[config.mk]
export PLATFORM = sky130hd
export DESIGN_NAME = alu_req_arbiter_flat
export DESIGN_NICKNAME = d
export VERILOG_FILES = /design/src/rtl/alu_req_arbiter_if.sv /design/src/rtl/alu_req_arbiter.sv /design/src/flat_wrapper.sv
export SDC_FILE = /design/constraint.sdc
export NUM_CORES = 1
export LEC_CHECK = 0
export BUFFER_PORTS_ARGS = -buffer_cell sky130_fd_sc_hd__buf_2
export CAP_MARGIN = 20
export CELL_PAD_IN_SITES_DETAIL_PLACEMENT = 1
export CELL_PAD_IN_SITES_GLOBAL_PLACEMENT = 1
export CORE_MARGIN = 1
export CORE_UTILIZATION = 35
export CTS_CLUSTER_DIAMETER = 60
export DETAILED_ROUTE_END_ITERATION = 7
export PLACE_DENSITY_LB_ADDON = 0.15
export SYNTH_ARGS = -nofsm -noshare
export SYNTH_HDL_FRONTEND = slang
export SYNTH_SLANG_ARGS = --single-unit
[constraint.sdc]
create_clock -name clk -period 2.5 [get_ports clk]
set_clock_uncertainty 0.05 [all_clocks]
set_input_delay 0.25 -clock clk [delete_from_list [all_inputs] [get_ports clk]]
set_output_delay 0.25 -clock clk [all_outputs]
set_load 0.1 [all_outputs]
[src/rtl/alu_req_arbiter_if.sv]
`default_nettype none
// ============================================================================
// alu_req_arbiter_if : requester/response/ALU bundle for alu_req_arbiter
// Revision 1.0
// ============================================================================
interface alu_req_arbiter_if #(
  parameter int TAG_W = 2
);
  logic             req0_valid;
  logic             req0_ready;
  logic [3:0]       req0_op;
  logic [3:0]       req0_a;
  logic [3:0]       req0_b;
  logic [TAG_W-1:0] req0_tag;

  logic             req1_valid;
  logic             req1_ready;
  logic [3:0]       req1_op;
  logic [3:0]       req1_a;
  logic [3:0]       req1_b;
  logic [TAG_W-1:0] req1_tag;

  logic             rsp0_valid;
  logic             rsp0_ready;
  logic [7:0]       rsp0_data;
  logic [TAG_W-1:0] rsp0_tag;

  logic             rsp1_valid;
  logic             rsp1_ready;
  logic [7:0]       rsp1_data;
  logic [TAG_W-1:0] rsp1_tag;

  logic [3:0]       alu_op;
  logic [3:0]       alu_a;
  logic [3:0]       alu_b;
  logic [7:0]       alu_res;

  logic             busy;
  logic [7:0]       err_count;

  modport master (
    output req0_valid, req0_op, req0_a, req0_b, req0_tag,
    output req1_valid, req1_op, req1_a, req1_b, req1_tag,
    output rsp0_ready, rsp1_ready, alu_res,
    input  req0_ready, req1_ready,
    input  rsp0_valid, rsp0_data, rsp0_tag,
    input  rsp1_valid, rsp1_data, rsp1_tag,
    input  alu_op, alu_a, alu_b, busy, err_count
  );

  modport slave (
    input  req0_valid, req0_op, req0_a, req0_b, req0_tag,
    input  req1_valid, req1_op, req1_a, req1_b, req1_tag,
    input  rsp0_ready, rsp1_ready, alu_res,
    output req0_ready, req1_ready,
    output rsp0_valid, rsp0_data, rsp0_tag,
    output rsp1_valid, rsp1_data, rsp1_tag,
    output alu_op, alu_a, alu_b, busy, err_count
  );
endinterface
`default_nettype wire

[src/rtl/alu_req_arbiter.sv]
`default_nettype none
// ============================================================================
// alu_req_arbiter : round-robin two-requester command front-end for the 4-bit ALU
// Revision 1.0
// ============================================================================
module alu_req_arbiter #(
  parameter int TAG_W = 2
) (
  input  wire              clk,
  input  wire              rst,
  alu_req_arbiter_if.slave bus
);

  typedef enum logic [1:0] {
    IDLE = 2'd0,
    EXEC = 2'd1,
    RESP = 2'd2
  } state_e;

  state_e           state_q;
  logic             last_grant_q;
  logic             owner_q;
  logic [3:0]       op_q;
  logic [3:0]       a_q;
  logic [3:0]       b_q;
  logic [TAG_W-1:0] tag_q;
  logic [7:0]       result_q;
  logic [7:0]       err_count_q;

  logic             owner_d;
  logic [7:0]       err_count_d;
  logic             rsp_hs;

  // Requester 1 wins only when alone or when requester 0 was served last.
  always_comb begin
    owner_d = 1'b0;
    if (bus.req1_valid && (!bus.req0_valid || !last_grant_q)) begin
      owner_d = 1'b1;
    end
  end

  always_comb begin
    err_count_d = err_count_q;
    if (bus.alu_res[4] && (err_count_q != 8'hFF)) begin
      err_count_d = err_count_q + 8'd1;
    end
  end

  assign rsp_hs = owner_q ? bus.rsp1_ready : bus.rsp0_ready;

  always_ff @(posedge clk) begin
    if (rst) begin
      state_q      <= IDLE;
      last_grant_q <= 1'b1;
      owner_q      <= 1'b0;
      op_q         <= 4'd0;
      a_q          <= 4'd0;
      b_q          <= 4'd0;
      tag_q        <= '0;
      result_q     <= 8'd0;
      err_count_q  <= 8'd0;
    end else begin
      case (state_q)
        IDLE: begin
          if (bus.req0_valid || bus.req1_valid) begin
            op_q         <= owner_d ? bus.req1_op  : bus.req0_op;
            a_q          <= owner_d ? bus.req1_a   : bus.req0_a;
            b_q          <= owner_d ? bus.req1_b   : bus.req0_b;
            tag_q        <= owner_d ? bus.req1_tag : bus.req0_tag;
            owner_q      <= owner_d;
            last_grant_q <= owner_d;
            state_q      <= EXEC;
          end
        end
        EXEC: begin
          result_q    <= bus.alu_res;
          err_count_q <= err_count_d;
          state_q     <= RESP;
        end
        RESP: begin
          if (rsp_hs) begin
            state_q <= IDLE;
          end
        end
        default: state_q <= IDLE;
      endcase
    end
  end

  assign bus.req0_ready = (state_q == IDLE) && bus.req0_valid && !owner_d;
  assign bus.req1_ready = (state_q == IDLE) && owner_d;

  assign bus.rsp0_valid = (state_q == RESP) && !owner_q;
  assign bus.rsp1_valid = (state_q == RESP) && owner_q;
  assign bus.rsp0_data  = result_q;
  assign bus.rsp1_data  = result_q;
  assign bus.rsp0_tag   = tag_q;
  assign bus.rsp1_tag   = tag_q;

  // Issue registers double as the ALU drive so the ALU inputs never glitch.
  assign bus.alu_op     = op_q;
  assign bus.alu_a      = a_q;
  assign bus.alu_b      = b_q;

  assign bus.busy       = (state_q != IDLE);
  assign bus.err_count  = err_count_q;

endmodule
`default_nettype wire
[src/flat_wrapper.sv]
// flat-port wrapper written by rule: the top's interface ports become plain ports
module alu_req_arbiter_flat 
#(
  parameter int TAG_W = 2
)
  (clk, rst, bus_req0_valid, bus_req0_op, bus_req0_a, bus_req0_b, bus_req0_tag, bus_req1_valid, bus_req1_op, bus_req1_a, bus_req1_b, bus_req1_tag, bus_rsp0_ready, bus_rsp1_ready, bus_alu_res, bus_req0_ready, bus_req1_ready, bus_rsp0_valid, bus_rsp0_data, bus_rsp0_tag, bus_rsp1_valid, bus_rsp1_data, bus_rsp1_tag, bus_alu_op, bus_alu_a, bus_alu_b, bus_busy, bus_err_count);
  alu_req_arbiter_if #(.TAG_W(TAG_W)) bus_i ();
  input  wire clk;
  input  wire rst;
  input wire logic [$bits(bus_i.req0_valid)-1:0] bus_req0_valid;
  input wire logic [$bits(bus_i.req0_op)-1:0] bus_req0_op;
  input wire logic [$bits(bus_i.req0_a)-1:0] bus_req0_a;
  input wire logic [$bits(bus_i.req0_b)-1:0] bus_req0_b;
  input wire logic [$bits(bus_i.req0_tag)-1:0] bus_req0_tag;
  input wire logic [$bits(bus_i.req1_valid)-1:0] bus_req1_valid;
  input wire logic [$bits(bus_i.req1_op)-1:0] bus_req1_op;
  input wire logic [$bits(bus_i.req1_a)-1:0] bus_req1_a;
  input wire logic [$bits(bus_i.req1_b)-1:0] bus_req1_b;
  input wire logic [$bits(bus_i.req1_tag)-1:0] bus_req1_tag;
  input wire logic [$bits(bus_i.rsp0_ready)-1:0] bus_rsp0_ready;
  input wire logic [$bits(bus_i.rsp1_ready)-1:0] bus_rsp1_ready;
  input wire logic [$bits(bus_i.alu_res)-1:0] bus_alu_res;
  output wire logic [$bits(bus_i.req0_ready)-1:0] bus_req0_ready;
  output wire logic [$bits(bus_i.req1_ready)-1:0] bus_req1_ready;
  output wire logic [$bits(bus_i.rsp0_valid)-1:0] bus_rsp0_valid;
  output wire logic [$bits(bus_i.rsp0_data)-1:0] bus_rsp0_data;
  output wire logic [$bits(bus_i.rsp0_tag)-1:0] bus_rsp0_tag;
  output wire logic [$bits(bus_i.rsp1_valid)-1:0] bus_rsp1_valid;
  output wire logic [$bits(bus_i.rsp1_data)-1:0] bus_rsp1_data;
  output wire logic [$bits(bus_i.rsp1_tag)-1:0] bus_rsp1_tag;
  output wire logic [$bits(bus_i.alu_op)-1:0] bus_alu_op;
  output wire logic [$bits(bus_i.alu_a)-1:0] bus_alu_a;
  output wire logic [$bits(bus_i.alu_b)-1:0] bus_alu_b;
  output wire logic [$bits(bus_i.busy)-1:0] bus_busy;
  output wire logic [$bits(bus_i.err_count)-1:0] bus_err_count;
  assign bus_i.req0_valid = bus_req0_valid;
  assign bus_i.req0_op = bus_req0_op;
  assign bus_i.req0_a = bus_req0_a;
  assign bus_i.req0_b = bus_req0_b;
  assign bus_i.req0_tag = bus_req0_tag;
  assign bus_i.req1_valid = bus_req1_valid;
  assign bus_i.req1_op = bus_req1_op;
  assign bus_i.req1_a = bus_req1_a;
  assign bus_i.req1_b = bus_req1_b;
  assign bus_i.req1_tag = bus_req1_tag;
  assign bus_i.rsp0_ready = bus_rsp0_ready;
  assign bus_i.rsp1_ready = bus_rsp1_ready;
  assign bus_i.alu_res = bus_alu_res;
  assign bus_req0_ready = bus_i.req0_ready;
  assign bus_req1_ready = bus_i.req1_ready;
  assign bus_rsp0_valid = bus_i.rsp0_valid;
  assign bus_rsp0_data = bus_i.rsp0_data;
  assign bus_rsp0_tag = bus_i.rsp0_tag;
  assign bus_rsp1_valid = bus_i.rsp1_valid;
  assign bus_rsp1_data = bus_i.rsp1_data;
  assign bus_rsp1_tag = bus_i.rsp1_tag;
  assign bus_alu_op = bus_i.alu_op;
  assign bus_alu_a = bus_i.alu_a;
  assign bus_alu_b = bus_i.alu_b;
  assign bus_busy = bus_i.busy;
  assign bus_err_count = bus_i.err_count;
  alu_req_arbiter #(.TAG_W(TAG_W)) u_core (.clk(clk), .rst(rst), .bus(bus_i));
endmodule
* Word-level counts from Yosys, hierarchy flattened
Cells that the tools add are included.
** Word-level totals
- Word-level logic and storage cells :: 42
- Register bits after elaboration :: 34
- Bits of input ports :: 42
** Operators by class
- Muxes and demuxes :: 9
- Equal/unequal tests :: 5
- Add/sub/neg operators :: 1
- Reductions and logical operators :: 18
** Operators with widths (count)
- two-way mux 4 bit :: 3
- adder 8 x 1 -> 8 bit, second input constant :: 1
- != test 8 bit, second input constant :: 1
- logical AND 1 bit :: 7
- two-way mux 2 bit :: 3
- case mux 2 bit (3 select lines) :: 1
- AND reduction 2 bit :: 3
- zero test 1 bit :: 4
- != test 2 x 1 -> 1 bit, second input constant :: 2
- equality test 2 x 1 -> 1 bit, second input constant :: 1
- equality test 2 bit, second input constant :: 1
- zero test 2 bit :: 1
- logical OR 1 bit :: 2
- two-way mux 1 bit :: 2
- nonzero test 2 bit :: 1

* Depth between registers and ports, before layout
Gate-level depths: netlist (run 1).
- Depth after elaboration :: 6
- Depth in mapped cells :: 6

* Worst setup path before layout (run 1)
OpenSTA, ideal clock, no wires.
- Path type :: flip-flop to output port
- Start :: register u_core.state_q[1]
- End :: output bus_rsp0_valid
- Data arrival time :: 2667 ps
- Cell stages (with the launch flop) :: 2
- Path buffers :: 0
- Path slack :: -467 ps
- Path through :: dfxtp_1 > nor3b_1
** On the way
- Word-level cells in the longest chain between the ends :: 2
** RTL lines
- start: declaration :: RTL line alu_req_arbiter.sv:20 : state_e state_q;
- start signal: assignment :: RTL line alu_req_arbiter.sv:53 : state_q <= IDLE;
- start signal: assignment :: RTL line alu_req_arbiter.sv:72 : state_q <= EXEC;
- start signal: assignment :: RTL line alu_req_arbiter.sv:78 : state_q <= RESP;
- equality test 2 bit :: RTL line alu_req_arbiter.sv:93 : assign bus.rsp0_valid = (state_q == RESP) && !owner_q;
- logical AND 1 bit :: RTL line alu_req_arbiter.sv:93
- end: declaration :: RTL line flat_wrapper.sv:25 : output wire logic [$bits(bus_i.rsp0_valid)-1:0] bus_rsp0_valid;
Every way passes these cells.

* Worst setup path in the final report (run 1)
- Start :: register u_core.state_q[0]
- End :: output bus_req0_ready
** On the way
- Word-level cells in the longest chain between the ends :: 3
** RTL lines
- zero test 2 bit :: RTL line alu_req_arbiter.sv:90 : assign bus.req0_ready = (state_q == IDLE) && bus.req0_valid && !owner_d;
- logical AND 1 bit (2 in series) :: RTL line alu_req_arbiter.sv:90
- end: declaration :: RTL line flat_wrapper.sv:23 : output wire logic [$bits(bus_i.req0_ready)-1:0] bus_req0_ready;
Every way passes these cells.

==> impl_metrics.xml, run 1 <==
<?xml version="1.0" encoding="UTF-8"?>
<metrics>
  <group name="critical_path">
    <metric name="endpoint_kind" unit="">output port</metric>
    <metric name="timing.setup.critical_path_class" unit="">flip-flop to output port</metric>
    <metric name="critical_path_cell_list" unit="">nor2_4 &gt; nand2_1 &gt; nor2_1 &gt; buf_2</metric>
    <metric name="crit_path_max_fanout" unit="">19</metric>
    <metric name="timing.critical_path.required" unit="ns">2.20</metric>
    <metric name="startpoint_type" unit="">flip-flop</metric>
    <metric name="max_stage_delay" unit="ns">0.43</metric>
    <metric name="slowest_stage" unit="">buf_2</metric>
    <metric name="critical_path_arrival" unit="ns">1.78</metric>
  </group>
  <group name="yosys">
    <metric name="yosys_warnings" unit="">0</metric>
    <metric name="synth_top_cell_by_area" unit="">dfxtp_1</metric>
    <metric name="synth-seq-cells" unit="">34</metric>
    <metric name="post_synth_main_area_contributors" unit="">dfxtp_1, mux2i_1, a211oi_2, a21oi_1, buf_4</metric>
    <metric name="synth_top_cell_area_share" unit="%">39.1</metric>
    <metric name="post_synth_inst_count" unit="">175</metric>
    <metric name="synth_sequential_area_ratio" unit="%">39.1</metric>
    <metric name="synth.net_count" unit="">218</metric>
    <metric name="synthDistinctLibCells" unit="">41</metric>
    <metric name="post_synth_instance_area" unit="um2">1740</metric>
    <metric name="synth_area_per_cell" unit="um2">9.95</metric>
  </group>
  <group name="flow_run">
    <metric name="cap_violations" unit="">0</metric>
  </group>
  <group name="sta">
    <metric name="post-route-min-period" unit="ns">2.08</metric>
    <metric name="finalSetupTns" unit="ns">0</metric>
    <metric name="finalSetupViolations" unit="">0</metric>
    <metric name="fmax" unit="MHz">481</metric>
    <metric name="worst_slew_pin_slew" unit="ns">0.514</metric>
    <metric name="hold_violations" unit="">0</metric>
    <metric name="timing.slew.headroom" unit="%">65.7</metric>
    <metric name="drv_slew" unit="">0</metric>
    <metric name="rsz_0062_raised_after_global_routing" unit="">false</metric>
    <metric name="finalHoldWorstSlack" unit="ns">0.148</metric>
    <metric name="min_period_over_period" unit="%">83.2</metric>
  </group>
  <group name="floorplanning">
    <metric name="std_cell_core_area" unit="um2">4750</metric>
    <metric name="core.rowCount" unit="">25</metric>
    <metric name="initial_core_util" unit="%">36.6</metric>
    <metric name="die_y" unit="um">72.5</metric>
    <metric name="design.die.area" unit="um2">5260</metric>
    <metric name="dieWidth" unit="um">72.5</metric>
    <metric name="io_pins" unit="">87</metric>
  </group>
  <group name="finish">
    <metric name="post-route-util" unit="%">46.8</metric>
    <metric name="filler_cell_count" unit="">604</metric>
    <metric name="final_nets" unit="">291</metric>
    <metric name="areaGrowthSynthToFinish" unit="%">27.7</metric>
    <metric name="final-seq-area" unit="um2">681</metric>
    <metric name="final_layout_size_suffix_gt1_share" unit="%">45.0</metric>
    <metric name="multi_input_area" unit="um2">896</metric>
    <metric name="antennaDiodeCount" unit="">0</metric>
  </group>
  <group name="clocking">
    <metric name="clock_sink_count" unit="">34</metric>
    <metric name="postCtsHoldBufs" unit="">0</metric>
    <metric name="cts_max_level" unit="">2</metric>
    <metric name="cts_setup_buffers" unit="">0</metric>
    <metric name="cts.path.max_buffers" unit="">2</metric>
    <metric name="cts_made_buffers" unit="">5</metric>
    <metric name="ctsResizeCount" unit="">0</metric>
    <metric name="clock_tree.root_cell" unit="">clkbuf_8</metric>
    <metric name="clkLatencyLatePin" unit="ns">0.28</metric>
    <metric name="worst_setup_hold_path_clk_slew" unit="ns">0.07</metric>
    <metric name="tritoncts" unit="">built</metric>
  </group>
  <group name="global_routing">
    <metric name="grt_first_pass_wirelength" unit="um">7440</metric>
    <metric name="initial_antenna_violation_count" unit="">0</metric>
    <metric name="number_of_global_route_vias_before_repair" unit="">1543</metric>
    <metric name="gr-total-overflow" unit="">0</metric>
    <metric name="grt_max_degree" unit="">23</metric>
    <metric name="groute.usage.overall" unit="%">18.1</metric>
  </group>
  <group name="power_and_ir_drop">
    <metric name="combPwrFrac" unit="%">43.2</metric>
    <metric name="largest_vdd_supply_drop" unit="uV">280</metric>
    <metric name="power.net_switching" unit="uW">874</metric>
    <metric name="power_switching_share" unit="%">47.3</metric>
    <metric name="internal-power" unit="uW">972</metric>
    <metric name="sequential_fraction_of_design_power" unit="%">34.2</metric>
    <metric name="power_frac_clock" unit="%">22.6</metric>
    <metric name="powerDensity" unit="nW/um2">831</metric>
    <metric name="static-leakage-power" unit="uW">0.00108</metric>
  </group>
  <group name="detailed_routing">
    <metric name="drc" unit="">0</metric>
    <metric name="dr_total_vias" unit="">1568</metric>
    <metric name="routed_via_density" unit="">4.96</metric>
    <metric name="finalWirelength" unit="um">4540</metric>
    <metric name="detail_route.first_pass.iterations" unit="">4</metric>
    <metric name="drt.antenna.violating_nets" unit="">0</metric>
    <metric name="post_drt_wl_per_cell" unit="um">14.4</metric>
    <metric name="dr.first_iter.drc_count" unit="">34</metric>
  </group>
  <group name="placement">
    <metric name="numPortBuffers" unit="">86</metric>
    <metric name="place.gp.congestion" unit="">0.699</metric>
    <metric name="dp_hpwl" unit="um">3370</metric>
  </group>
  <group name="status">
    <metric name="status" unit="">completed</metric>
  </group>
  <group name="min_path">
    <metric name="hold_path_class" unit="">primary input to flip-flop</metric>
  </group>
</metrics>
## worst max-delay path, delay by kind of cell, from the launching register on
family                 cells  cell delay [ns]
AND/OR/NAND/NOR            3             0.65
flip-flops                 1             0.41
buffers and inverters      1             0.43
## area by class of cell
type                    instances  share of cell area (%)
inverters                       3                   0.506
multi-input cells             116                    40.3
clock inverters                 1                   0.225
clock buffers                   7                    3.88
flip-flops and latches         34                    30.6
well taps                      67                    3.77
repair buffers                 88                    20.7
## sequential cells by signal, summed over array words and instances (netlist names)
| register | count |
|---|---|
| u_core.bus.alu_a | 4 |
| u_core.bus.alu_b | 4 |
| u_core.bus.alu_op | 4 |
| u_core.bus.err_count | 8 |
| u_core.bus.rsp0_data | 8 |
| u_core.bus.rsp0_tag | 2 |
| u_core.last_grant_q | 1 |
| u_core.owner_q | 1 |
| u_core.state_q | 2 |
## worst paths after layout
path / depth (start not counted) / slack (ns) / startpoint / to
worst max-delay path: 4 / 0.42 / u_core.state_q[0] / bus_req0_ready
worst min-delay path: 3 / 0.15 / bus_alu_res[0] / u_core.bus.rsp0_data[0]
worst max register to register: 4 / 0.78 / u_core.state_q[0] / u_core.bus.alu_a[3]
worst min register to register: 2 / 0.47 / u_core.bus.rsp0_data[0] / u_core.bus.rsp0_data[0]
## synth_stat cells (all sizes together)
cell and n:
a211oi 18, a21boi 2, a21oi 19, a221o 1
a221oi 1, a311oi 1, a31oi 2, a41oi 1
and2 1, and3 2, and3b 3, and4 2
and4b 1, buf 21, clkbuf 1, dfxtp 34
ha 1, inv 3, mux2 2, mux2i 22
nand2 3, nand2b 4, nand3 1, nand3b 1
nand4b 1, nor2 14, nor2b 4, nor3 1
nor3b 2, nor4 1, o21ai 3, o31ai 1
or2 1
## per-layer routing
metal / up-vias / part of all wire [%] / track usage [%]
met3: 5 / 5.0 / 4.17
met1: 745 / 45 / 21.6
met2: 45 / 49 / 32.0
met5: - / 0 / 0
met4: 0 / 0.90 / 5.88
li1: 773 / - / -
## logic make-up after synthesis
family | count (synthesis) | synth area share (%)
multiplexers | 24 | 13.9
buffers and inverters | 25 | 9.77
adder cells (fa/ha/maj) | 1 | 0.718
flip-flops | 34 | 39.1
AO/OA/AOI/OAI | 49 | 21.8
AND/OR/NAND/NOR | 42 | 14.7
## power groups by stage
| stage | clock, uW | sequential, uW | combinational, uW |
|---|---|---|---|
| floorplan | 0 | 947 | 389 |
| global placement | 0 | 642 | 796 |
| detailed placement | 0 | 643 | 803 |
| CTS | 432 | 632 | 804 |
| global route | 456 | 639 | 830 |
| finish | 418 | 632 | 797 |
## through the flow
step | worst slack [ns] | instance area [um2] | power, uW | cells
global placement | 0.770 | 2130 | 1440 | 308
floorplan | 0.247 | 1750 | 1340 | 175
finish | 0.421 | 2220 | 1850 | 316
global route | 0.306 | 2220 | 1930 | 316
CTS | 0.413 | 2220 | 1870 | 316
detailed placement | 0.725 | 2130 | 1450 | 308
## layout by cell type (no fill, tap or decap), types with 2 or more instances in the layout
cell / Yosys / layout
and4_1: 2 / 2
a21oi_1: 19 / 19
a211oi_2: 12 / 12
inv_1: 2 / 2
mux2_1: 2 / 2
dfxtp_1: 34 / 34
nor2_4: 2 / 2
buf_4: 10 / 2
and3_1: 2 / 2
nor2_1: 12 / 12
a211oi_1: 6 / 6
mux2i_1: 22 / 22
nand2b_1: 4 / 4
a31oi_1: 2 / 2
nor2b_1: 4 / 4
nand2_1: 3 / 3
and3b_1: 3 / 3
o21ai_0: 3 / 3
clkbuf_8: 0 / 6
buf_2: 6 / 85
No activity file was read; power rests on OpenSTA's default activity.
==> run 2, diff against run 1 <==
Settings changed: ABC_AREA set to 1, CORE_UTILIZATION 35 to 27.
Clock period 2.5 ns to 1.8 ns, I/O delays scaled along.
==> run 2 against run 1 <==
Against the previous run: worst setup slack lost 0.22 ns; sequential cell count stayed put; hold slack got worse by 0.087 ns; die area up 24%; core utilization shrank 8.8 points; power rose by 36%.
==> impl_metrics.xml, run 2 <==
<?xml version="1.0" encoding="UTF-8"?>
<metrics>
  <group name="detailed_routing">
    <metric name="dr_total_vias" unit="">1728</metric>
    <metric name="drt.antenna.violating_nets" unit="">0</metric>
    <metric name="dr_wl_met2" unit="um">2170</metric>
    <metric name="dr.first_iter.drc_count" unit="">24</metric>
    <metric name="post_drt_wl_per_cell" unit="um">11.6</metric>
    <metric name="routed_via_density" unit="">4.41</metric>
    <metric name="finalWirelength" unit="um">4570</metric>
    <metric name="met3_length" unit="um">345</metric>
    <metric name="drc" unit="">0</metric>
    <metric name="routed.top_layer" unit="">met4</metric>
    <metric name="detail_route.first_pass.iterations" unit="">3</metric>
    <metric name="wl_met1" unit="um">1990</metric>
  </group>
  <group name="clocking">
    <metric name="cts_setup_buffers" unit="">0</metric>
    <metric name="ctsResizeCount" unit="">0</metric>
    <metric name="clock_sink_count" unit="">34</metric>
    <metric name="cts_made_buffers" unit="">5</metric>
    <metric name="tritoncts" unit="">built</metric>
    <metric name="clock_tree.root_cell" unit="">clkbuf_8</metric>
    <metric name="cts.path.max_buffers" unit="">2</metric>
    <metric name="cts_max_level" unit="">2</metric>
    <metric name="worst_setup_hold_path_clk_slew" unit="ns">0.08</metric>
    <metric name="postCtsHoldBufs" unit="">0</metric>
    <metric name="clkLatencyLatePin" unit="ns">0.29</metric>
  </group>
  <group name="finish">
    <metric name="layout_commonest_cell" unit="">buf_2</metric>
    <metric name="final_layout_size_suffix_gt1_share" unit="%">40.7</metric>
    <metric name="post-route-util" unit="%">37.9</metric>
    <metric name="antennaDiodeCount" unit="">0</metric>
    <metric name="mostFrequentLayoutCells" unit="">buf_2, nor2_1, inv_1</metric>
    <metric name="areaGrowthSynthToFinish" unit="%">34.7</metric>
    <metric name="final_nets" unit="">359</metric>
  </group>
  <group name="yosys">
    <metric name="post_synth_instance_area" unit="um2">1680</metric>
    <metric name="synth_area_per_cell" unit="um2">7.10</metric>
    <metric name="post_synth_main_area_contributors" unit="">dfxtp_1, nor2_1, inv_1, o21ai_0, a21oi_1</metric>
    <metric name="synth_top_cell_by_area" unit="">dfxtp_1</metric>
    <metric name="synth.net_count" unit="">279</metric>
    <metric name="synth_enable_flop_cells" unit="">0</metric>
    <metric name="synth_top_cell_area_share" unit="%">40.6</metric>
    <metric name="synth_commonest_cells" unit="">nor2_1, dfxtp_1, inv_1</metric>
    <metric name="most_numerous_cell_in_the_yosys_netlist" unit="">nor2_1</metric>
    <metric name="yosys_warnings" unit="">0</metric>
    <metric name="post_synth_inst_count" unit="">236</metric>
    <metric name="synth-seq-cells" unit="">34</metric>
    <metric name="async_flop_share" unit="%">0</metric>
    <metric name="synth_sequential_area_ratio" unit="%">40.6</metric>
    <metric name="synth_top_flop_cell" unit="">dfxtp_1</metric>
    <metric name="synthDistinctLibCells" unit="">24</metric>
  </group>
  <group name="critical_path">
    <metric name="max_stage_delay" unit="ns">0.44</metric>
    <metric name="startpoint_type" unit="">flip-flop</metric>
    <metric name="timing.setup.critical_path_class" unit="">flip-flop to output port</metric>
    <metric name="timing.critical_path.required" unit="ns">1.57</metric>
    <metric name="critical_path_cell_list" unit="">inv_2 &gt; nand2_2 &gt; nor3_4 &gt; buf_2</metric>
    <metric name="endpoint_kind" unit="">output port</metric>
    <metric name="critical_path_arrival" unit="ns">1.37</metric>
    <metric name="slowest_stage" unit="">buf_2</metric>
    <metric name="crit_path_max_fanout" unit="">3</metric>
  </group>
  <group name="global_routing">
    <metric name="groute.usage.overall" unit="%">15.0</metric>
    <metric name="initial_antenna_violation_count" unit="">0</metric>
    <metric name="grt_max_degree" unit="">16</metric>
    <metric name="gr-total-overflow" unit="">0</metric>
    <metric name="grt_first_pass_wirelength" unit="um">7370</metric>
    <metric name="number_of_global_route_vias_before_repair" unit="">1590</metric>
  </group>
  <group name="floorplanning">
    <metric name="design.die.area" unit="um2">6530</metric>
    <metric name="die_y" unit="um">80.8</metric>
    <metric name="initial_core_util" unit="%">28.2</metric>
    <metric name="std_cell_core_area" unit="um2">5960</metric>
    <metric name="dieWidth" unit="um">80.8</metric>
    <metric name="io_pins" unit="">87</metric>
    <metric name="core.rowCount" unit="">28</metric>
  </group>
  <group name="min_path">
    <metric name="hold_path_class" unit="">primary input to flip-flop</metric>
  </group>
  <group name="sta">
    <metric name="fmax" unit="MHz">625</metric>
    <metric name="rsz_0062_raised_after_global_routing" unit="">false</metric>
    <metric name="hold_violations" unit="">0</metric>
    <metric name="min_period_over_period" unit="%">88.8</metric>
    <metric name="worst_slew_pin_slew" unit="ns">0.500</metric>
    <metric name="finalSetupViolations" unit="">0</metric>
    <metric name="finalHoldWorstSlack" unit="ns">0.0608</metric>
    <metric name="drv_slew" unit="">0</metric>
    <metric name="timing.slew.headroom" unit="%">66.9</metric>
    <metric name="finalSetupTns" unit="ns">0</metric>
    <metric name="post-route-min-period" unit="ns">1.60</metric>
  </group>
  <group name="placement">
    <metric name="place.gp.congestion" unit="">0.732</metric>
    <metric name="numPortBuffers" unit="">86</metric>
    <metric name="dp_hpwl" unit="um">3500</metric>
  </group>
  <group name="power_and_ir_drop">
    <metric name="static-leakage-power" unit="uW">0.00116</metric>
    <metric name="report.power.total" unit="uW">2520</metric>
    <metric name="powerDensity" unit="nW/um2">1110</metric>
    <metric name="largest_vdd_supply_drop" unit="uV">378</metric>
  </group>
  <group name="status">
    <metric name="status" unit="">completed</metric>
  </group>
  <group name="flow_run">
    <metric name="cap_violations" unit="">0</metric>
  </group>
</metrics>
[run 2: area by class of cell]
class | instances | area (um2)
clock buffers | 6 | 82.6
fillers | 786 | 3700
clock inverters | 2 | 12.5
multi-input cells | 150 | 753
well taps | 75 | 93.8
flip-flops and latches | 34 | 691
repair buffers | 94 | 505
inverters | 31 | 120
[run 2: cell families (layout without fill, tap and decap cells)]
| group | Yosys count | after routing | share of synthesized area [%] |
|---|---|---|---|
| AO/OA/AOI/OAI | 58 | 58 | 18.0 |
| buffers and inverters | 52 | 133 | 15.4 |
| flip-flops | 34 | 34 | 40.6 |
| XOR/XNOR | 1 | 1 | 0.522 |
| adder cells (fa/ha/maj) | 1 | 1 | 0.746 |
| AND/OR/NAND/NOR | 90 | 90 | 24.8 |
[run 2: stage by stage]
stage / std cells / area (um2) / worst slack [ns]
6_report: 392 / 2260 / 0.201
5_1_grt: 392 / 2260 / 0.0984
4_1_cts: 392 / 2260 / 0.175
3_5_place_dp: 384 / 2160 / 0.484
3_3_place_gp: 384 / 2160 / 0.512
2_1_floorplan: 236 / 1700 / -0.102
[run 2: worst paths after layout]
check / cells after the start / from / endpoint / slack (ns)
setup / recovery: 4 / u_core.state_q[0] / bus_req0_ready / 0.20
setup reg to reg: 8 / u_core.bus.err_count[0] / u_core.bus.err_count[7] / 0.48
hold reg to reg: 2 / u_core.bus.rsp0_data[4] / u_core.bus.rsp0_data[4] / 0.43
hold / removal: 3 / bus_req1_a[2] / u_core.bus.alu_a[2] / 0.06
[run 2: critical path: cells and delay by family (launching register included)]
family        cells  cell delay [ns]
simple gates      2             0.24
buf+inv           2             0.51
flops             1             0.32
[run 2: report_power, final]
group	internal, uW	switching, uW
combinational	187	864
sequential	821	37.9
clock	308	299
[run 2: per-layer routing]
layer,vias up,track usage [%]
met5,-,0
met4,0,4.82
met3,6,5.28
met2,56,24.9
met1,767,18.1
li1,899,-
==> run 3, diff against run 2 <==
Settings changed: ABC_AREA 1 to unset, CORE_UTILIZATION 27 to 30, HOLD_SLACK_MARGIN set to 0.12.
==> run 3 against run 2 <==
Against the previous run: die area decreased by 6.3%; highest routed layer unchanged; clock power decreased by 4.9%; via count decreased by 8.2%; clock-buffer cell count increased by 1; fmax decreased by 3.9%; non-clock buffer count increased by 4; worst setup slack got worse by 0.065 ns; global-route usage increased by 0.22 points; cell area increased by 4.4%; largest power group unchanged; sequential power increased by 2%; cell count decreased by 16%; sequential share of layout area decreased by 1.3 points; critical path type unchanged; largest cell class unchanged; critical endpoint is now bus_req1_ready.
==> impl_metrics.xml, run 3 (synthesis gave the netlist of run 1 again) <==
<?xml version="1.0" encoding="UTF-8"?>
<metrics>
  <group name="status">
    <metric name="status" unit="">completed</metric>
  </group>
  <group name="finish">
    <metric name="final_nets" unit="">301</metric>
    <metric name="layout_commonest_cell" unit="">buf_2</metric>
    <metric name="antennaDiodeCount" unit="">0</metric>
    <metric name="stdcell_count" unit="">331</metric>
    <metric name="final_layout_size_suffix_gt1_share" unit="%">48.3</metric>
    <metric name="mostFrequentLayoutCells" unit="">buf_2, dfxtp_1, mux2i_1</metric>
    <metric name="post-route-cell-area" unit="um2">2360</metric>
    <metric name="areaGrowthSynthToFinish" unit="%">35.3</metric>
  </group>
  <group name="critical_path">
    <metric name="crit_path_max_fanout" unit="">16</metric>
    <metric name="startpoint_type" unit="">flip-flop</metric>
    <metric name="critical_path_arrival" unit="ns">1.43</metric>
    <metric name="endpoint_kind" unit="">output port</metric>
    <metric name="timing.critical_path.required" unit="ns">1.57</metric>
    <metric name="timing.setup.critical_path_class" unit="">flip-flop to output port</metric>
    <metric name="max_stage_delay" unit="ns">0.39</metric>
    <metric name="slowest_stage" unit="">dfxtp_1</metric>
    <metric name="critical_path_cell_list" unit="">nor2_4 &gt; buf_6 &gt; nand2_1 &gt; inv_1 &gt; buf_12</metric>
  </group>
  <group name="flow_run">
    <metric name="cap_violations" unit="">0</metric>
  </group>
  <group name="sta">
    <metric name="fmax" unit="MHz">601</metric>
    <metric name="finalSetupTns" unit="ns">0</metric>
    <metric name="finalSetupViolations" unit="">0</metric>
    <metric name="rsz_0062_raised_after_global_routing" unit="">false</metric>
    <metric name="post-route-min-period" unit="ns">1.66</metric>
    <metric name="worst_slew_pin_slew" unit="ns">0.501</metric>
    <metric name="drv_slew" unit="">0</metric>
    <metric name="timing.slew.headroom" unit="%">66.6</metric>
    <metric name="min_period_over_period" unit="%">92.5</metric>
    <metric name="finalHoldWorstSlack" unit="ns">0.149</metric>
    <metric name="hold_violations" unit="">0</metric>
  </group>
  <group name="placement">
    <metric name="numPortBuffers" unit="">86</metric>
    <metric name="placedCellCount" unit="">316</metric>
    <metric name="dp_hpwl" unit="um">3240</metric>
    <metric name="dpl-instance-area" unit="um2">2190</metric>
    <metric name="place.gp.congestion" unit="">0.719</metric>
  </group>
  <group name="clocking">
    <metric name="cts_made_buffers" unit="">5</metric>
    <metric name="clock_tree.root_cell" unit="">clkbuf_8</metric>
    <metric name="clock_sink_count" unit="">34</metric>
    <metric name="worst_setup_hold_path_clk_slew" unit="ns">0.07</metric>
    <metric name="clkLatencyLatePin" unit="ns">0.28</metric>
    <metric name="cts.path.max_buffers" unit="">2</metric>
    <metric name="tritoncts" unit="">built</metric>
    <metric name="cts_max_level" unit="">2</metric>
  </group>
  <group name="min_path">
    <metric name="hold_path_class" unit="">primary input to flip-flop</metric>
  </group>
  <group name="floorplanning">
    <metric name="die_y" unit="um">78.2</metric>
    <metric name="dieWidth" unit="um">78.2</metric>
    <metric name="io_pins" unit="">87</metric>
    <metric name="design.die.area" unit="um2">6110</metric>
    <metric name="std_cell_core_area" unit="um2">5540</metric>
    <metric name="core.rowCount" unit="">27</metric>
    <metric name="initial_core_util" unit="%">31.4</metric>
  </group>
  <group name="detailed_routing">
    <metric name="dr_total_vias" unit="">1587</metric>
    <metric name="dr.first_iter.drc_count" unit="">33</metric>
    <metric name="drt.antenna.violating_nets" unit="">0</metric>
    <metric name="detail_route.first_pass.iterations" unit="">4</metric>
    <metric name="routed_via_density" unit="">4.79</metric>
    <metric name="drc" unit="">0</metric>
    <metric name="post_drt_wl_per_cell" unit="um">13.3</metric>
    <metric name="finalWirelength" unit="um">4390</metric>
  </group>
  <group name="power_and_ir_drop">
    <metric name="internal-power" unit="uW">1390</metric>
    <metric name="report.power.total" unit="uW">2600</metric>
    <metric name="combPwrFrac" unit="%">44.1</metric>
    <metric name="static-leakage-power" unit="uW">0.00113</metric>
    <metric name="largest_vdd_supply_drop" unit="uV">433</metric>
    <metric name="power.net_switching" unit="uW">1210</metric>
    <metric name="powerDensity" unit="nW/um2">1100</metric>
    <metric name="power_frac_clock" unit="%">22.2</metric>
    <metric name="sequential_fraction_of_design_power" unit="%">33.7</metric>
    <metric name="power_switching_share" unit="%">46.7</metric>
  </group>
  <group name="global_routing">
    <metric name="initial_antenna_violation_count" unit="">0</metric>
    <metric name="grt_first_pass_wirelength" unit="um">7290</metric>
    <metric name="gr-total-overflow" unit="">0</metric>
    <metric name="number_of_global_route_vias_before_repair" unit="">1544</metric>
    <metric name="grt_max_degree" unit="">25</metric>
    <metric name="groute.usage.overall" unit="%">15.3</metric>
  </group>
</metrics>
## run 3: final cells by class
| type | count | area, um2 |
|---|---|---|
| timing repair buffer | 98 | 574 |
| clock buffer | 7 | 86.3 |
| fill | 683 | 3180 |
| tap | 72 | 90.1 |
| multi-input combinational | 116 | 900 |
| sequential | 34 | 691 |
| inverter | 3 | 11.3 |
| clock inverter | 1 | 5.00 |
## run 3: what timing repair did
action,CTS,global route
resized for setup,0,2
buffers inserted,0,0
endpoints found under the hold margin,7,0
setup endpoints to repair,0,1
hold buffers,7,0
## run 3: final timing paths
path / slack (ns) / from / endpoint / cells after the start
worst max-delay path: 0.14 / u_core.state_q[1] / bus_req1_ready / 5
worst min-delay path: 0.15 / bus_rsp1_ready / u_core.state_q[1] / 3
worst max register to register: 0.20 / u_core.bus.err_count[0] / u_core.bus.err_count[0] / 4
worst min register to register: 0.45 / u_core.bus.err_count[1] / u_core.bus.err_count[1] / 2
## run 3: worst max-delay path: cells and delay by family, from the launching register on
kind	cells	cell delay, ns
buffers and inverters	3	0.47
flip-flops	1	0.39
AND/OR/NAND/NOR	2	0.28
## run 3: through the flow
| stage | setup WS (ns) | utilization, % |
|---|---|---|
| floorplan | -0.105 | - |
| global placement | 0.234 | 39.5 |
| detailed placement | 0.191 | 39.5 |
| CTS | 0.0575 | 42.4 |
| global route | 0.0374 | 42.5 |
| finish | 0.136 | 42.5 |
## run 3: power groups by stage
stage	registers, uW	logic, uW	clock network [uW]
after CTS	876	1150	610
after global placement	891	1130	0
after global routing	886	1200	640
after detailed placement	892	1140	0
after floorplan	1320	541	0
final	875	1150	577
## run 3: metal layers
| layer | routed length, um | part of all wire, % | GRT usage (%) |
|---|---|---|---|
| met2 | 2100 | 48 | 27.0 |
| met5 | 0 | 0 | 0 |
| met1 | 1940 | 44 | 17.0 |
| met4 | 83 | 1.9 | 7.22 |
| met3 | 258 | 5.9 | 3.84 |
